$ cat src/rtl/aqp_uart_rx_fifo_if.sv
// Host-side read bus of the UART receiver FIFO: show-ahead head entry, pop, occupancy and overflow.
// master = receiver (drives head/status), slave = host (drives rd_ack / overflow_clr).
interface aqp_uart_rx_fifo_if #(
  parameter int DATA_BITS  = 8,
  parameter int FIFO_DEPTH = 16
);
  localparam int CW = $clog2(FIFO_DEPTH) + 1;

  logic [DATA_BITS-1:0] rd_data;
  logic                 rd_perr;
  logic                 rd_ferr;
  logic                 rd_valid;
  logic                 rd_ack;
  logic [CW-1:0]        fifo_count;
  logic                 overflow;
  logic                 overflow_clr;

  modport master (
    output rd_data, rd_perr, rd_ferr, rd_valid, fifo_count, overflow,
    input  rd_ack, overflow_clr
  );

  modport slave (
    input  rd_data, rd_perr, rd_ferr, rd_valid, fifo_count, overflow,
    output rd_ack, overflow_clr
  );
endinterface

$ cat src/rtl/aqp_uart_rx_fifo.sv
// Oversampling UART receiver feeding a show-ahead FIFO with per-entry parity/framing flags.
// Optional parity checking is compiled in with the macro AQP_UART_RX_PARITY_EN.
module aqp_uart_rx_fifo #(
  parameter int CLKS_PER_BIT = 8,
  parameter int DATA_BITS    = 8,
  parameter int FIFO_DEPTH   = 16
) (
  input  logic                 clk,
  input  logic                 reset,
  input  logic                 uart_rxd,
  input  logic                 parity_en,
  input  logic                 parity_odd,
  aqp_uart_rx_fifo_if.master   bus
);
  localparam int AW = $clog2(FIFO_DEPTH);
  localparam int CW = AW + 1;
  localparam int BW = $clog2(CLKS_PER_BIT);
  localparam int IW = $clog2(DATA_BITS);
`ifdef AQP_UART_RX_PARITY_EN
  localparam int WW = DATA_BITS + 2;
`else
  localparam int WW = DATA_BITS + 1;
`endif
  localparam logic [BW-1:0] SAMPLE_PT = BW'(CLKS_PER_BIT / 2);
  localparam logic [BW-1:0] LAST_CNT  = BW'(CLKS_PER_BIT - 1);
  localparam logic [IW-1:0] LAST_BIT  = IW'(DATA_BITS - 1);
  localparam logic [CW-1:0] FULL_CNT  = CW'(FIFO_DEPTH);

  typedef enum logic [2:0] {
    S_IDLE,
    S_START,
    S_DATA,
`ifdef AQP_UART_RX_PARITY_EN
    S_PARITY,
`endif
    S_STOP,
    S_BREAK
  } state_t;

  logic sync_p0, sync_p1, sync_p2, sync_p3;
  logic rx_in, fall, sample;

  state_t                state;
  logic [BW-1:0]         bit_cnt;
  logic [IW-1:0]         bit_idx;
  logic [DATA_BITS-1:0]  shreg;

  logic                  push, pop, full, wr_en, ovf_set;
  logic [WW-1:0]         push_word, head_word;
  logic [WW-1:0]         mem [FIFO_DEPTH];
  logic [AW-1:0]         wr_ptr, rd_ptr;
  logic [CW-1:0]         count;
  logic                  overflow_r;

`ifdef AQP_UART_RX_PARITY_EN
  logic perr, par_en_r, par_odd_r;
`else
  logic unused_parity;
  assign unused_parity = parity_en ^ parity_odd;
`endif

  // stage p0..p2: metastability chain; p3 only exists for falling-edge detection
  always_ff @(posedge clk or posedge reset) begin
    if (reset) begin
      {sync_p3, sync_p2, sync_p1, sync_p0} <= 4'b1111;
    end else begin
      sync_p0 <= uart_rxd;
      sync_p1 <= sync_p0;
      sync_p2 <= sync_p1;
      sync_p3 <= sync_p2;
    end
  end

  assign rx_in  = sync_p2;
  assign fall   = sync_p3 & ~sync_p2;
  assign sample = (bit_cnt == SAMPLE_PT);

  // frame FSM: bit_cnt free-runs and is only re-phased when a start edge is seen
  always_ff @(posedge clk or posedge reset) begin
    if (reset) begin
      state   <= S_IDLE;
      bit_cnt <= '0;
      bit_idx <= '0;
`ifdef AQP_UART_RX_PARITY_EN
      perr      <= 1'b0;
      par_en_r  <= 1'b0;
      par_odd_r <= 1'b0;
`endif
    end else begin
      bit_cnt <= (bit_cnt == LAST_CNT) ? '0 : bit_cnt + 1'b1;
      case (state)
        S_IDLE: begin
          if (fall) begin
            state   <= S_START;
            bit_cnt <= '0;
          end
        end
        S_START: begin
          if (sample) begin
            if (rx_in) begin
              state <= S_IDLE;
            end else begin
              state   <= S_DATA;
              bit_idx <= '0;
`ifdef AQP_UART_RX_PARITY_EN
              perr      <= 1'b0;
              par_en_r  <= parity_en;
              par_odd_r <= parity_odd;
`endif
            end
          end
        end
        S_DATA: begin
          if (sample) begin
            bit_idx <= bit_idx + 1'b1;
            if (bit_idx == LAST_BIT) begin
`ifdef AQP_UART_RX_PARITY_EN
              state <= par_en_r ? S_PARITY : S_STOP;
`else
              state <= S_STOP;
`endif
            end
          end
        end
`ifdef AQP_UART_RX_PARITY_EN
        S_PARITY: begin
          if (sample) begin
            perr  <= (((^shreg) ^ rx_in) != par_odd_r);
            state <= S_STOP;
          end
        end
`endif
        S_STOP: begin
          if (sample) state <= rx_in ? S_IDLE : S_BREAK;
        end
        S_BREAK: begin
          if (rx_in) state <= S_IDLE;
        end
        default: state <= S_IDLE;
      endcase
    end
  end

  // data shift register carries no reset; the FSM guarantees it is refilled before use
  always_ff @(posedge clk) begin
    if (state == S_DATA && sample) shreg <= {rx_in, shreg[DATA_BITS-1:1]};
  end

  assign push = (state == S_STOP) && sample;
`ifdef AQP_UART_RX_PARITY_EN
  assign push_word = {perr, ~rx_in, shreg};
`else
  assign push_word = {~rx_in, shreg};
`endif

  assign pop     = bus.rd_ack & bus.rd_valid;
  assign full    = (count == FULL_CNT);
  assign wr_en   = push & (~full | pop);
  assign ovf_set = push & full & ~pop;

  always_ff @(posedge clk) begin
    if (wr_en) mem[wr_ptr] <= push_word;
  end

  // FIFO control: a push into a full FIFO survives only if the head is popped in the same cycle
  always_ff @(posedge clk or posedge reset) begin
    if (reset) begin
      wr_ptr     <= '0;
      rd_ptr     <= '0;
      count      <= '0;
      overflow_r <= 1'b0;
    end else begin
      if (wr_en) wr_ptr <= wr_ptr + 1'b1;
      if (pop)   rd_ptr <= rd_ptr + 1'b1;
      count <= count + CW'(wr_en) - CW'(pop);
      if (ovf_set)               overflow_r <= 1'b1;
      else if (bus.overflow_clr) overflow_r <= 1'b0;
    end
  end

  assign head_word      = mem[rd_ptr];
  assign bus.rd_valid   = (count != '0);
  assign bus.rd_data    = bus.rd_valid ? head_word[DATA_BITS-1:0] : '0;
  assign bus.rd_ferr    = bus.rd_valid & head_word[DATA_BITS];
`ifdef AQP_UART_RX_PARITY_EN
  assign bus.rd_perr    = bus.rd_valid & head_word[DATA_BITS+1];
`else
  assign bus.rd_perr    = 1'b0;
`endif
  assign bus.fifo_count = count;
  assign bus.overflow   = overflow_r;

endmodule

$ cat src/flat_wrapper.sv
// flat-port wrapper written by rule: the top's interface ports become plain ports
module aqp_uart_rx_fifo_flat 
#(
  parameter int CLKS_PER_BIT = 8,
  parameter int DATA_BITS    = 8,
  parameter int FIFO_DEPTH   = 16
)
  (clk, reset, uart_rxd, parity_en, parity_odd, bus_rd_data, bus_rd_perr, bus_rd_ferr, bus_rd_valid, bus_fifo_count, bus_overflow, bus_rd_ack, bus_overflow_clr);
  aqp_uart_rx_fifo_if #(.DATA_BITS(DATA_BITS), .FIFO_DEPTH(FIFO_DEPTH)) bus_i ();
  input  logic clk;
  input  logic reset;
  input  logic uart_rxd;
  input  logic parity_en;
  input  logic parity_odd;
  output wire logic [$bits(bus_i.rd_data)-1:0] bus_rd_data;
  output wire logic [$bits(bus_i.rd_perr)-1:0] bus_rd_perr;
  output wire logic [$bits(bus_i.rd_ferr)-1:0] bus_rd_ferr;
  output wire logic [$bits(bus_i.rd_valid)-1:0] bus_rd_valid;
  output wire logic [$bits(bus_i.fifo_count)-1:0] bus_fifo_count;
  output wire logic [$bits(bus_i.overflow)-1:0] bus_overflow;
  input wire logic [$bits(bus_i.rd_ack)-1:0] bus_rd_ack;
  input wire logic [$bits(bus_i.overflow_clr)-1:0] bus_overflow_clr;
  assign bus_rd_data = bus_i.rd_data;
  assign bus_rd_perr = bus_i.rd_perr;
  assign bus_rd_ferr = bus_i.rd_ferr;
  assign bus_rd_valid = bus_i.rd_valid;
  assign bus_fifo_count = bus_i.fifo_count;
  assign bus_overflow = bus_i.overflow;
  assign bus_i.rd_ack = bus_rd_ack;
  assign bus_i.overflow_clr = bus_overflow_clr;
  aqp_uart_rx_fifo #(.CLKS_PER_BIT(CLKS_PER_BIT), .DATA_BITS(DATA_BITS), .FIFO_DEPTH(FIFO_DEPTH)) u_core (.clk(clk), .reset(reset), .uart_rxd(uart_rxd), .parity_en(parity_en), .parity_odd(parity_odd), .bus(bus_i));
endmodule
$ cat config.mk
export PLATFORM = sky130hd
export DESIGN_NAME = aqp_uart_rx_fifo_flat
export DESIGN_NICKNAME = d
export VERILOG_FILES = /design/src/rtl/aqp_uart_rx_fifo_if.sv /design/src/rtl/aqp_uart_rx_fifo.sv /design/src/flat_wrapper.sv
export SDC_FILE = /design/constraint.sdc
export NUM_CORES = 1
export LEC_CHECK = 0
export ABC_CLOCK_PERIOD_IN_PS = 7000
export CORE_UTILIZATION = 40
export CTS_CLUSTER_SIZE = 8
export DETAILED_ROUTE_END_ITERATION = 12
export HOLD_SLACK_MARGIN = 0.12
export PLACE_DENSITY = 0.65
export SYNTH_ARGS = -nofsm -noshare
export SYNTH_HDL_FRONTEND = slang
export SYNTH_SLANG_ARGS = --single-unit
$ cat constraint.sdc
create_clock -name clk -period 7 [get_ports clk]
set_clock_uncertainty 0.1 [all_clocks]
set_input_delay 2.1 -clock clk [delete_from_list [all_inputs] [get_ports clk]]
set_output_delay 2.1 -clock clk [all_outputs]
set_load 0.005 [all_outputs]
==> Yosys cells after proc, flatten, opt, wreduce, memory -nomap -nowiden <==
Memory sizes are Yosys's and may differ from the RTL's.
Index checks and enable logic that the tools add are counted.
{ "classes": {"n_addsub": 6, "n_reduce_logical": 8, "muxes": 21, "eq_ne": 15, "bitwise_logic": 10} }
{ "op_table": {"columns": ["operator", "count"], "rows": [
  ["$mux W3", 13],
  ["$pmux W3 S5", 1],
  ["$eq A3 B3 Y1 const B", 4],
  ["$ne A2 B1 Y1 const B", 6],
  ["$add A4 B1 Y4 const B", 2],
  ["$mux W8", 1],
  ["$add A3 B1 Y3 const B", 2],
  ["$and A1 B1 Y1", 6],
  ["$eq A3 B2 Y1 const B", 2],
  ["$pmux W3 S2", 1],
  ["$reduce_and A6 Y1", 1],
  ["$add A5 B1 Y5", 1],
  ["$eq A5 B5 Y1 const B", 1],
  ["$reduce_bool A5 Y1", 1],
  ["$sub A5 B1 Y5", 1],
  ["$mux W1", 4],
  ["$reduce_and A4 Y1", 1],
  ["$reduce_bool A2 Y1", 2],
  ["$eq A3 B1 Y1 const B", 1],
  ["$logic_not A3 Y1", 1],
  ["$not A1 Y1", 3],
  ["$logic_and A1 B1 Y1", 2],
  ["$mux W2", 1],
  ["$ne A2 B2 Y1 const B", 1],
  ["$or A1 B1 Y1", 1]
]} }
{ "totals": {"n_memories": 1, "ram_bits": 144, "elab_cells": 73, "in_bits": 7, "output_inout_bits": 17, "ff_bits": 35} }
{ "mem_list": {"columns": ["memory", "words", "width", "read_ports", "rd_ports_with_merged_regs", "wr", "line", "source"], "rows": [
  ["u_core.mem", 16, 9, 1, 0, 1, "aqp_uart_rx_fifo.sv:50", "logic [WW-1:0] mem [FIFO_DEPTH];"]
]} }

==> Logic depth before layout (Yosys ltp) <==
{ "logic_depth": {"ltp_word": 6, "ltp_mapped": 12, "ltp_nobuf": 12} }

==> Worst setup path before layout <==
OpenSTA, ideal clock, no wires.
{ "synth_timing": {"path_kind": "input-to-reg", "from": "in bus_rd_ack", "to": "mem u_core.mem[0][0] (netlist name), enable pin", "required_ns": 6.513, "arrival_time_ns": 3.434, "path_slack_ns": 3.080, "cell_stages": 4, "setup_ns": 0.387, "n_path_buf": 0, "cell_sequence": "inv_1 > a311oi_4 > nand2_1 > nor3_1"} }
{ "synth_between": {"elab_chain_cells": 5} }
{ "synth_lines": {"columns": ["element", "line", "source"], "rows": [
  ["from (decl)", "flat_wrapper.sv:21", "input wire logic [$bits(bus_i.rd_ack)-1:0] bus_rd_ack;"],
  ["$and A1 B1 Y1", "aqp_uart_rx_fifo.sv:156", "assign pop = bus.rd_ack & bus.rd_valid;"],
  ["$or A1 B1 Y1", "aqp_uart_rx_fifo.sv:158", "assign wr_en = push & (~full | pop);"],
  ["$and A1 B1 Y1", "aqp_uart_rx_fifo.sv:158", null],
  ["via u_core.wr_en", "aqp_uart_rx_fifo.sv:48", "logic push, pop, full, wr_en, ovf_set;"],
  ["$mux W1", "aqp_uart_rx_fifo.sv:162", "if (wr_en) mem[wr_ptr] <= push_word;"],
  ["$mux W1 (implied by the code)", "aqp_uart_rx_fifo.sv:162", null],
  ["to (decl)", "aqp_uart_rx_fifo.sv:50", null]
]} }
The timed path passes the listed nets, and every way through them passes these cells.

==> Worst setup path in the final report <==
{ "layout_timing": {"from": "reg u_core.rd_ptr[0]", "to": "out bus_rd_data[7]"} }
{ "layout_between": {"elab_chain_cells": 2} }
{ "layout_lines": {"columns": ["element", "line", "source"], "rows": [
  ["from (decl)", "aqp_uart_rx_fifo.sv:51", "logic [AW-1:0] wr_ptr, rd_ptr;"],
  ["from (signal assigned)", "aqp_uart_rx_fifo.sv:174", "if (pop) rd_ptr <= rd_ptr + 1'b1;"],
  ["$mem_v2 Z16 W9", null, null],
  ["$mux W8", "aqp_uart_rx_fifo.sv:183", "assign bus.rd_data = bus.rd_valid ? head_word[DATA_BITS-1:0] : '0;"],
  ["to (decl)", "flat_wrapper.sv:15", "output wire logic [$bits(bus_i.rd_data)-1:0] bus_rd_data;"]
]} }
Every way passes these cells.

==> results by group <==
Floorplan
  – Horiz. Die Dim: 136 um
  – Io pins: 24
  – Starting Density: 41.3%
  – Full die area: roughly 19,000 sq um
  – Die H: 136 um
  – Row cnt: 48
  – Core footprint: 17,500 sq um

Synth
  – Avg Cell Area, Syn: about 19 sq um
  – Syn nets: between 400 and 500
  – FFs w/ async S/R, synth: 15.1%
  – Top FF cell, synth: edfxtp_1
  – Yosys reg bits: 179
  – Post-synthesis cell area: 7210 sq um
  – Synth Warn #: 0
  – Post-synthesis sequential area ratio: 72.7%
  – Synth unique cells: 38
  – EDFF count, synth: around 150
  – Mapped Cells: 386

Global routing
  – Total track usage: 15.4%
  – Grt total ovfl: 0
  – Vias in the first global route: 3,582
  – First-pass GRT wire length: 20.2 mm
  – Largest net degree at the start of global routing: 38
  – Antenna violations before repair: 0

Setup path
  – Worst r2r path cells: 12
  – Crit Path Class: reg -> out
  – Critical path launch point type: flop
  – Worst reg2reg setup slack: 3.45 ns
  – Critical path arrival: 3.33 ns
  – CP Capture Point: bus_rd_data[7]
  – CP Launch Point: u_core.rd_ptr[0]$_DFFE_PP0P_
  – Crit. End Element: output pin
  – CP Max Fanout: 28
  – Req. time, crit path: between 4 and 5 ns
  – R2R Path Start: u_core.bus.fifo_count[3]$_DFF_PP0_
  – Capture point of the worst reg-to-reg path: u_core.bus.fifo_count[4]$_DFF_PP0_

Routing
  – WL final: 12.7 mm
  – Antenna viol nets, final: 0
  – Routed vias/inst: ~5.3
  – DR vias: 3,418
  – Routed WL per cell: 19.7 um
  – Pre-antenna DRT Iters: 4
  – DRC: 0
  – Initial drt markers: 313

Timing
  – Tcrit/Tclk final: 79.0%
  – Tmin final: 5.53 ns
  – Unrepaired setup endpoints after global routing: false
  – Fmax: 181 MHz
  – Setup violations, final: 0
  – Final hold violations: 0
  – Worst Slack Setup Final: 1.47 ns
  – TNS Setup: 0 ns
  – Headroom to the max-slew limit: approximately 18%
  – Actual slew at the worst max-slew pin: 1.22 ns
  – Fin. max-slew vios: 0

Pwr
  – PwrDens: 383 nW/um^2
  – Flop pwr share: 44.4%
  – Switching part of the total: 28.5%
  – Int Pwr: 0.00226 W
  – Combinational share of power: 25.0%
  – P_sw: 0.000901 W
  – Leak Pwr: 2.78 nW
  – VDD IR max: 0.203 mV
  – Clock Power Share: 30.5%

Finish
  – Final instance area: 8250 sq um
  – Layout cells sized above 1: 19.8%
  – Leading cell type in the layout, fill and taps excluded: edfxtp_1
  – NumNets Final: around 430
  – P&R area growth vs syn: 14.3%
  – Most frequent cells in the layout: edfxtp_1, mux4_2, dfrtp_1
  – Final core occ: 47.2%
  – Antenna cells: 0

Placed design
  – Post-place setup slack: approximately 1.8 ns
  – Final GP Congestion: 0.721
  – Placed wire-length estimate: 7.73 mm
  – Buffers on Ports: 20
  – Cell Area, Placed: 7640 sq um

Worst hold path
  – Hold/Removal Path Class: reg -> reg

Clock tree
  – Clk root buf: clkbuf_16
  – # hold bufs at CTS: 0
  – Clock slew seen by the registers of the worst setup and hold paths: roughly 0.060 ns
  – Post-CTS setup repair buffer count: 0
  – H-tree levels: 4
  – CTS buffer count: 17
  – Worst skew pair latency: 0.42 ns
  – Post-CTS sizing: 0
  – Clock Path Buffers: 2
  – CTS tree: done
  – Clk sinks: 179

Run status
  – Outcome: finished, final reports clean

Run
  – Max Cap Violations: 0
flip-flops by register name, indices dropped and copies added, names as in the netlist, 3 cells and up:
register and count:
u_core.rd_ptr 4, u_core.shreg 8, u_core.bus.fifo_count 5, u_core.bit_cnt 3, u_core.bit_idx 3, u_core.state 3, u_core.mem 144, u_core.wr_ptr 4
final cells by class:
| type | instances | area, sq um |
|---|---|---|
| clock buffer | 18 | 429 |
| clock inverter | 13 | 176 |
| sequential | 179 | 5250 |
| tap | 225 | 282 |
| multi-input combinational | 173 | 1840 |
| fill | 1433 | 9230 |
| timing repair buffer | 22 | 215 |
| inverter | 15 | 56.3 |
synth_stat cells (4+ instances only):
| cell | instances | share of area, % |
|---|---|---|
| nor3_1 | 5 | 0.35 |
| a21oi_1 | 6 | 0.42 |
| dfrtp_1 | 23 | 8.0 |
| clkbuf_1 | 7 | 0.36 |
| nor2_1 | 19 | 0.99 |
| nand2_1 | 14 | 0.73 |
| mux2i_1 | 12 | 1.7 |
| xnor2_1 | 7 | 0.85 |
| buf_4 | 5 | 0.52 |
| buf_2 | 4 | 0.28 |
| inv_1 | 15 | 0.78 |
| nor2b_1 | 9 | 0.78 |
| dfstp_2 | 4 | 1.5 |
| edfxtp_1 | 152 | 63 |
| mux4_2 | 36 | 11 |
| xor2_1 | 4 | 0.49 |
| a211oi_1 | 18 | 1.9 |
| o22ai_1 | 4 | 0.35 |
| ha_1 | 15 | 2.6 |
how the worst min path moves through the flow:
stage,from,end,slack [ns],cells after the start
floorplan,u_core.sync_p1$_DFF_PP1_,u_core.rx_in$_DFF_PP1_,0.25,0
global placement,u_core.sync_p1$_DFF_PP1_,u_core.rx_in$_DFF_PP1_,0.25,0
detailed placement,u_core.sync_p1$_DFF_PP1_,u_core.rx_in$_DFF_PP1_,0.25,0
CTS,u_core.sync_p1$_DFF_PP1_,u_core.rx_in$_DFF_PP1_,0.26,0
global route,u_core.sync_p1$_DFF_PP1_,u_core.rx_in$_DFF_PP1_,0.27,0
finish,u_core.sync_p0$_DFF_PP1_,u_core.sync_p1$_DFF_PP1_,0.26,0
critical path, stage by stage (launching register included):
cell and delay, ns:
dfrtp_2 1.00, buf_4 0.40, mux4_2 0.27, mux2i_1 0.10, a211oi_1 0.52, clkdlybuf4s50_1 0.60
cells by family after synthesis:
kind of cell / after synthesis / synth area share, %
muxes: 49 / 13.1
and+or+nand+nor: 63 / 4.49
AOI/OAI and AO/OA: 33 / 3.35
adders and majority gates: 16 / 2.88
buffers and inverters: 34 / 2.12
xor gates and xnor gates: 11 / 1.34
other: 1 / 0.0520
DFF: 179 / 72.7
power groups by stage:
stage	sequential, W	combinational [W]	clock [W]
after global placement	0.00143	0.000783	0
after CTS	0.00141	0.000808	0.000983
final	0.00140	0.000790	0.000965
after global routing	0.00143	0.000872	0.00103
after detailed placement	0.00143	0.000804	0
after floorplan	0.00129	0.000642	0
metrics by stage:
step / hold WS (ns) / cells / total power, W
floorplan: 0.245 / 386 / 0.00194
global placement: 0.245 / 614 / 0.00221
detailed placement: 0.249 / 614 / 0.00224
CTS: 0.258 / 645 / 0.00320
global route: 0.266 / 645 / 0.00333
finish: 0.259 / 645 / 0.00316
metal layers:
layer / vias to the layer above / global-route usage (%) / share of wire, %
met5: - / 0 / 0
met4: 0 / 4.51 / 0.65
met3: 6 / 4.88 / 6.4
met2: 97 / 25.7 / 50
met1: 1761 / 19.2 / 43
li1: 1554 / - / -
Power figures use the tool's default switching activity.
